## src/rtl/csr_pkg.sv

```systemverilog
// Shared CSR address map, field positions and timer state encoding for the
// LoongArch control/status register file.
package csr_pkg;

    localparam int CSR_AW = 14;

    localparam logic [CSR_AW-1:0] CSR_CRMD   = 14'h000;
    localparam logic [CSR_AW-1:0] CSR_PRMD   = 14'h001;
    localparam logic [CSR_AW-1:0] CSR_ECFG   = 14'h004;
    localparam logic [CSR_AW-1:0] CSR_ESTAT  = 14'h005;
    localparam logic [CSR_AW-1:0] CSR_ERA    = 14'h006;
    localparam logic [CSR_AW-1:0] CSR_BADV   = 14'h007;
    localparam logic [CSR_AW-1:0] CSR_EENTRY = 14'h00C;
    localparam logic [CSR_AW-1:0] CSR_SAVE0  = 14'h030;
    localparam logic [CSR_AW-1:0] CSR_TID    = 14'h040;
    localparam logic [CSR_AW-1:0] CSR_TCFG   = 14'h041;
    localparam logic [CSR_AW-1:0] CSR_TVAL   = 14'h042;
    localparam logic [CSR_AW-1:0] CSR_TICLR  = 14'h044;

    localparam int CRMD_W  = 9;
    localparam int PRMD_W  = 3;   // PPLV[1:0], PIE; mirrors CRMD PLV[1:0], IE
    localparam int IE_BIT  = 2;
    localparam int LIE_W   = 13;
    localparam int ECODE_W = 6;
    localparam int ESUB_W  = 9;
    localparam int EENTRY_LSB = 6;

    localparam logic [CRMD_W-1:0] CRMD_RST  = 9'h008;
    localparam logic [LIE_W-1:0]  LIE_WMASK = 13'h1BFF;

    localparam int TCFG_EN       = 0;
    localparam int TCFG_PERIODIC = 1;
    localparam int TCFG_INIT_LSB = 2;

    typedef enum logic [1:0] {
        TMR_OFF     = 2'd0,
        TMR_RUN     = 2'd1,
        TMR_EXPIRED = 2'd2
    } tmr_state_e;

endpackage

```

## src/rtl/csr_timer.sv

```systemverilog
// Stable-counter timer: owns TVAL, the OFF/RUN/EXPIRED sequencing and the
// timer-interrupt latch with set-over-clear arbitration.
module csr_timer
    import csr_pkg::*;
#(
    parameter int TIMER_N = 32
) (
    input  logic               clk,
    input  logic               rst,
    input  logic               cfg_we_i,
    input  logic               cfg_en_i,
    input  logic [TIMER_N-3:0] cfg_init_i,
    input  logic               periodic_i,
    input  logic [TIMER_N-3:0] init_i,
    input  logic               ticlr_i,
    output logic [TIMER_N-1:0] tval_o,
    output logic               ti_o
);

    tmr_state_e         state_q, state_d;
    logic [TIMER_N-1:0] tval_q, tval_d;
    logic               ti_q, ti_d;
    logic               expire;

    always_comb begin
        state_d = state_q;
        tval_d  = tval_q;
        expire  = 1'b0;
        if (cfg_we_i) begin
            if (cfg_en_i) begin
                tval_d  = {cfg_init_i, 2'b00};
                state_d = TMR_RUN;
            end else begin
                state_d = TMR_OFF;
            end
        end else if (state_q == TMR_RUN) begin
            if (tval_q != '0) begin
                tval_d = tval_q - TIMER_N'(1);
            end else begin
                expire = 1'b1;
                if (periodic_i) tval_d = {init_i, 2'b00};
                else            state_d = TMR_EXPIRED;
            end
        end
        // An expiry in the same cycle as a TICLR write keeps TI set.
        ti_d = expire | (ti_q & ~ticlr_i);
    end

    always_ff @(posedge clk) begin
        if (rst) begin
            state_q <= TMR_OFF;
            tval_q  <= '0;
            ti_q    <= 1'b0;
        end else begin
            state_q <= state_d;
            tval_q  <= tval_d;
            ti_q    <= ti_d;
        end
    end

    assign tval_o = tval_q;
    assign ti_o   = ti_q;

endmodule

```

## src/rtl/csr_unit.sv

```systemverilog
// LoongArch CSR file: combinational reads, registered writes, exception/ERTN
// sequencing, interrupt pending/masking and the stable-counter timer.
module csr_unit
    import csr_pkg::*;
#(
    parameter int SAVE_NUM = 4,
    parameter int TIMER_N  = 32,
    parameter int HWI_NUM  = 8,
    parameter int CPU_ID   = 0
) (
    input  logic               clk,
    input  logic               rst,
    input  logic [CSR_AW-1:0]  rd_addr,
    output logic [31:0]        rd_data,
    input  logic               we,
    input  logic [CSR_AW-1:0]  wr_addr,
    input  logic [31:0]        wr_data,
    input  logic               excp_valid,
    input  logic [ECODE_W-1:0] excp_ecode,
    input  logic [ESUB_W-1:0]  excp_esubcode,
    input  logic [31:0]        excp_pc,
    input  logic               excp_va_valid,
    input  logic [31:0]        excp_va,
    input  logic               ertn_valid,
    input  logic [HWI_NUM-1:0] hwi,
    input  logic               ipi,
    output logic               int_req,
    output logic [31:0]        redirect_pc,
    output logic [1:0]         plv
);

    localparam int SAVE_SLOTS = 16;

    logic [CRMD_W-1:0]      crmd_q, crmd_d;
    logic [PRMD_W-1:0]      prmd_q, prmd_d;
    logic [LIE_W-1:0]       lie_q, lie_d;
    logic [1:0]             is_sw_q, is_sw_d;
    logic [ECODE_W-1:0]     ecode_q, ecode_d;
    logic [ESUB_W-1:0]      esub_q, esub_d;
    logic [31:0]            era_q, era_d;
    logic [31:0]            badv_q, badv_d;
    logic [31:EENTRY_LSB]   eentry_q, eentry_d;
    logic [TIMER_N-1:0]     tcfg_q, tcfg_d;
    logic [31:0]            save_q [SAVE_SLOTS];
    logic [31:0]            save_d [SAVE_SLOTS];
    logic [HWI_NUM-1:0]     hwi_q;
    logic                   ipi_q;

    logic [7:0]             hwi_ext;
    logic [LIE_W-1:0]       is_all;
    logic [TIMER_N-1:0]     tval;
    logic                   ti;
    logic                   wr_ok;

    // SAVEn occupy the low nibble of the 0x03x block, index = address[3:0].
    function automatic logic is_save(input logic [CSR_AW-1:0] a);
        return (a[CSR_AW-1:4] == CSR_SAVE0[CSR_AW-1:4]) && (int'(a[3:0]) < SAVE_NUM);
    endfunction

    assign wr_ok = we & ~excp_valid & ~ertn_valid;

    always_comb begin
        crmd_d   = crmd_q;
        prmd_d   = prmd_q;
        lie_d    = lie_q;
        is_sw_d  = is_sw_q;
        ecode_d  = ecode_q;
        esub_d   = esub_q;
        era_d    = era_q;
        badv_d   = badv_q;
        eentry_d = eentry_q;
        tcfg_d   = tcfg_q;
        save_d   = save_q;
        if (excp_valid) begin
            prmd_d               = crmd_q[PRMD_W-1:0];
            crmd_d[PRMD_W-1:0]   = '0;
            era_d                = excp_pc;
            ecode_d              = excp_ecode;
            esub_d               = excp_esubcode;
            if (excp_va_valid) badv_d = excp_va;
        end else if (ertn_valid) begin
            crmd_d[PRMD_W-1:0]   = prmd_q;
        end else if (we) begin
            case (wr_addr)
                CSR_CRMD:   crmd_d   = wr_data[CRMD_W-1:0];
                CSR_PRMD:   prmd_d   = wr_data[PRMD_W-1:0];
                CSR_ECFG:   lie_d    = wr_data[LIE_W-1:0] & LIE_WMASK;
                CSR_ESTAT:  is_sw_d  = wr_data[1:0];
                CSR_ERA:    era_d    = wr_data;
                CSR_BADV:   badv_d   = wr_data;
                CSR_EENTRY: eentry_d = wr_data[31:EENTRY_LSB];
                CSR_TCFG:   tcfg_d   = wr_data[TIMER_N-1:0];
                default: begin
                    if (is_save(wr_addr)) save_d[wr_addr[3:0]] = wr_data;
                end
            endcase
        end
    end

    always_ff @(posedge clk) begin
        if (rst) begin
            crmd_q   <= CRMD_RST;
            prmd_q   <= '0;
            lie_q    <= '0;
            is_sw_q  <= '0;
            ecode_q  <= '0;
            esub_q   <= '0;
            era_q    <= '0;
            badv_q   <= '0;
            eentry_q <= '0;
            tcfg_q   <= '0;
            hwi_q    <= '0;
            ipi_q    <= 1'b0;
        end else begin
            crmd_q   <= crmd_d;
            prmd_q   <= prmd_d;
            lie_q    <= lie_d;
            is_sw_q  <= is_sw_d;
            ecode_q  <= ecode_d;
            esub_q   <= esub_d;
            era_q    <= era_d;
            badv_q   <= badv_d;
            eentry_q <= eentry_d;
            tcfg_q   <= tcfg_d;
            hwi_q    <= hwi;
            ipi_q    <= ipi;
        end
        for (int i = 0; i < SAVE_SLOTS; i++) begin
            save_q[i] <= rst ? 32'h0 : save_d[i];
        end
    end

    csr_timer #(
        .TIMER_N(TIMER_N)
    ) u_timer (
        .clk        (clk),
        .rst        (rst),
        .cfg_we_i   (wr_ok && (wr_addr == CSR_TCFG)),
        .cfg_en_i   (wr_data[TCFG_EN]),
        .cfg_init_i (wr_data[TIMER_N-1:TCFG_INIT_LSB]),
        .periodic_i (tcfg_q[TCFG_PERIODIC]),
        .init_i     (tcfg_q[TIMER_N-1:TCFG_INIT_LSB]),
        .ticlr_i    (wr_ok && (wr_addr == CSR_TICLR) && wr_data[0]),
        .tval_o     (tval),
        .ti_o       (ti)
    );

    // IS layout: [12] IPI, [11] TI, [10] reserved, [9:2] HWI, [1:0] SWI.
    assign hwi_ext = 8'(hwi_q);
    assign is_all  = {ipi_q, ti, 1'b0, hwi_ext, is_sw_q};

    always_comb begin
        case (rd_addr)
            CSR_CRMD:   rd_data = 32'(crmd_q);
            CSR_PRMD:   rd_data = 32'(prmd_q);
            CSR_ECFG:   rd_data = 32'(lie_q);
            CSR_ESTAT:  rd_data = {1'b0, esub_q, ecode_q, 3'b000, is_all};
            CSR_ERA:    rd_data = era_q;
            CSR_BADV:   rd_data = badv_q;
            CSR_EENTRY: rd_data = {eentry_q, {EENTRY_LSB{1'b0}}};
            CSR_TID:    rd_data = 32'(CPU_ID);
            CSR_TCFG:   rd_data = 32'(tcfg_q);
            CSR_TVAL:   rd_data = 32'(tval);
            default:    rd_data = is_save(rd_addr) ? save_q[rd_addr[3:0]] : 32'h0;
        endcase
    end

    assign int_req     = crmd_q[IE_BIT] & (|(is_all & lie_q));
    assign redirect_pc = excp_valid ? {eentry_q, {EENTRY_LSB{1'b0}}} :
                         ertn_valid ? era_q : 32'h0;
    assign plv         = crmd_q[1:0];

endmodule

```

## config.mk

```make
export PLATFORM = sky130hd
export DESIGN_NAME = csr_unit
export DESIGN_NICKNAME = d
export VERILOG_FILES = /design/src/rtl/csr_pkg.sv /design/src/rtl/csr_timer.sv /design/src/rtl/csr_unit.sv
export SDC_FILE = /design/constraint.sdc
export NUM_CORES = 1
export LEC_CHECK = 0
export ABC_AREA = 1
export BUFFER_PORTS_ARGS = -buffer_cell sky130_fd_sc_hd__buf_4
export CELL_PAD_IN_SITES_DETAIL_PLACEMENT = 2
export CELL_PAD_IN_SITES_GLOBAL_PLACEMENT = 2
export CORE_UTILIZATION = 25
export CTS_CLUSTER_SIZE = 12
export DETAILED_ROUTE_END_ITERATION = 10
export PLACE_DENSITY_LB_ADDON = 0.1
export SETUP_SLACK_MARGIN = 0.05
export SLEW_MARGIN = 20
export SYNTH_ARGS = -nofsm -noshare
export SYNTH_HDL_FRONTEND = slang
export SYNTH_SLANG_ARGS = --single-unit
```

## constraint.sdc

```tcl
create_clock -name clk -period 6.1 [get_ports clk]
set_input_delay 1.22 -clock clk [delete_from_list [all_inputs] [get_ports clk]]
set_output_delay 1.22 -clock clk [all_outputs]
set_load 0.005 [all_outputs]
```

==> results.yml <==
sta:
  final_max_slew_viol_count: 0
  worst_hold_slack_ns: 0.4201
  rsz0062_at_grt: "false"
  tightestPinTransition_ns: 1.068
  tns_ns: 0
  min_period_ns: 5.162
  fin_crit_sh: 0.8462
  hold_viol: 0
  fmax_mhz: 193.7
  setup_viol_count_final: 0
  fin_skew_ns: 0.02184
  maxSlewHeadroom: 0.2868
global_route:
  grt.total_usage: 0.2649
  grt.overflow.total: 0
  grt_pass1_wl_mm: 153.0
  grt_pass1_vias: 22160
  antenna_found_initial: 9
  grt_max_degree: 83
drt:
  drc: 0
  wl_per_cell_um: 25.47
  routed_via_density: 5.114
  dr_total_vias: 21260
  first_iter_violations: 1320
  ant_nets: 0
  drt-total-wl_mm: 105.9
  drt-pass1-iter-count: 4
final_layout:
  fin_cells: 4156
  finalCoreUtilization: 0.3076
  area_growth_pct: 20.92
  drive_gt1_frac: 0.1274
  nets: 3242
die:
  rows: 101
  die_h_um: 281.1
  die_x_um: 281.1
  die_area_um2: 79040
  initial_core_util: 0.2544
  io_pins: 221
  core_um2: 76580
power:
  powerDensity_nw_per_um2: 261.3
  peakVddDrop_mv: 0.1949
  finalPower_w: 0.006155
  leakagePower_nw: 9.954
clocking:
  clock_sinks: 383
  insertion_delay_ns: 0.61
  cts_resized: 0
  clkTransAtPathRegs_ns: 0.06
  cts_max_level: 2
  cts_setup_buffers: 0
  cts_buffers: 51
  cts_root_buffer: "clkbuf_16"
  cts_max_path_buffers: 3
  cts_tree: "done"
  postCtsHoldBufs: 0
synthesis:
  yosysWarnings: 0
  ys_seq_area_frac: 0.3936
  synthCells: 2974
  synth_cell_types: 42
  syn_nets: 3130
  avgSynthCellArea_um2: 6.550
  synth-seq-cells: 383
  async_reset_ff_frac: 0
  synth_flop_cell: "dfxtp_1"
  synth_edf_count: 0
  syn_area_um2: 19480
hold_path:
  holdCritStartpoint: "save_q[293]"
  min_path_type: "reg2reg"
worst_setup_path:
  cp_cell_sequence: "buf_4, inv_2, nand2_1, nor2_1, buf_4, nand3_1, nand2_1, nor2_1, nand3_2, inv_2, nor2_1, nor2_1, buf_4"
  r2r-start: "u_timer.tval_o[0]"
  cpMostUsedCell: "nor2_1"
  cp-end-kind: "output port"
  crit_required_ns: 4.88
  crit_fanout: 53
  max_stage_delay_ns: 0.44
  cp_top_family: "simple AND/OR/NAND/NOR gates"
  critPathLaunchType: "input pin"
  critPathArrivalTime_ns: 3.94
  setup.worst_path.start: "rd_addr[0]"
  cp_num_buf_inv: 5
  path_class: "in2out"
  crit_slowest_cell: "buf_4"
place:
  dpl.cell_count: 4062
  port_buffers: 220
  gp_congestion: 0.9388
  place_hpwl_mm: 78.30
job:
  drv_cap: 0
run_status:
  status: "completed"
[cell usage in the layout (no fill, tap or decap), types with 4 or more instances in the layout]
cell type / instances
o2111ai_1: 12
nand2_4: 5
a221oi_1: 19
nand4_2: 4
clkbuf_1: 13
o21ai_1: 5
buf_4: 251
clkinv_2: 4
nor2_2: 14
nand4_1: 56
nand2_2: 10
inv_1: 376
nor2_1: 467
o21ai_0: 232
nand3b_1: 6
a21oi_1: 254
clkbuf_16: 52
nand3_2: 8
o22ai_1: 40
clkbuf_8: 14
nand3_1: 137
nand2_1: 595
a31oi_1: 34
dfxtp_1: 383
nor2_8: 4
xor2_1: 7
inv_2: 14
a211oi_1: 76
[per-stage QoR]
stage               area (µm²)  setup WS (ns)
detailed placement       21830         0.8735
CTS                      23530         0.8634
global placement         21820         0.9527
floorplan                19480          2.461
finish                   23560         0.9379
global route             23550         0.6946
[cell usage after synthesis (5+ instances only)]
library cell,count,share of area
clkbuf_1,137,0.026
a221oi_1,19,0.0085
nand3_2,7,0.0036
nor2_2,12,0.0039
buf_4,11,0.0042
dfxtp_1,383,0.39
o22ai_1,40,0.013
o21ai_1,5,0.0013
nand2_4,5,0.0029
buf_2,31,0.0080
nand4_1,56,0.018
a211oi_1,76,0.029
nand4_2,5,0.0032
xor2_1,7,0.0031
buf_1,8,0.0015
buf_6,7,0.0040
inv_2,12,0.0023
o2111ai_1,12,0.0054
nor2_1,469,0.090
inv_1,379,0.073
a21oi_1,254,0.065
nand2_1,596,0.11
nand3_1,138,0.035
nand2_2,9,0.0029
nand3b_1,6,0.0023
a31oi_1,34,0.011
o21ai_0,232,0.060
[worst register-to-register path: stages (launching register included)]
cell and delay [ns]:
dfxtp_1 0.32, inv_1 0.24, ha_1 0.35, nand2_1 0.11, nor2_1 0.14, nand3_2 0.15, inv_1 0.10, nand2_2 0.27
nand2_4 0.46, nand2_1 0.16, nand2_1 0.10, inv_1 0.04, nor2_1 0.10, nor2_1 0.05
[state kept, by name, indices dropped and copies added (netlist names), 9 cells and up]
signal	count
era_q	32
badv_q	32
tcfg_q	32
eentry_q	26
lie_q	12
crmd_q	9
save_q	176
u_timer.tval_o	32
esub_q	9
[per-layer routing]
metal / global-route usage / vias up / part of all wire
met1: 0.3912 / 10730 / 0.50
met4: 0.07160 / 0 / 0.024
li1: - / 9862 / -
met5: 0 / - / 0
met3: 0.03217 / 119 / 0.050
met2: 0.4000 / 545 / 0.43
[final timing paths]
path                                      endpoint  slack, ns  depth (start not counted)
worst max-delay path                    rd_data[1]       0.94                         13
worst min-delay path                   save_q[293]       0.42                          2
worst max register to register  u_timer.tval_o[24]       3.44                         13
worst min register to register         save_q[293]       0.42                          2
[report_power, final]
part	leakage [nW]	total [W]	switching, W	internal, W
clock network	0.831	0.00309	0.00124	0.00185
logic	6.02	0.000488	0.000341	0.000147
registers	3.10	0.00258	0.0000365	0.00254
total	9.95	0.00615	0.00161	0.00454
[cells by family (layout without fill, tap and decap cells)]
kind of cell	Yosys count	in the layout	synth area share
fa+ha+maj	2	2	0.001284
buf+inv	586	735	0.1199
flops	383	383	0.3936
other cells	0	3	0
xor+xnor	7	7	0.003147
simple gates	1319	1319	0.2870
compound gates	677	677	0.1951
[area by class of cell]
cell class,count,area [µm²]
fill,9286,53030
antenna,3,7.507
timing repair buffer,253,1916
sequential,383,7667
multi-input combinational,2005,9505
clock buffer,79,1543
inverter,392,1476
tap,1030,1289
clock inverter,11,151.4
Power figures use the tool's default switching activity.
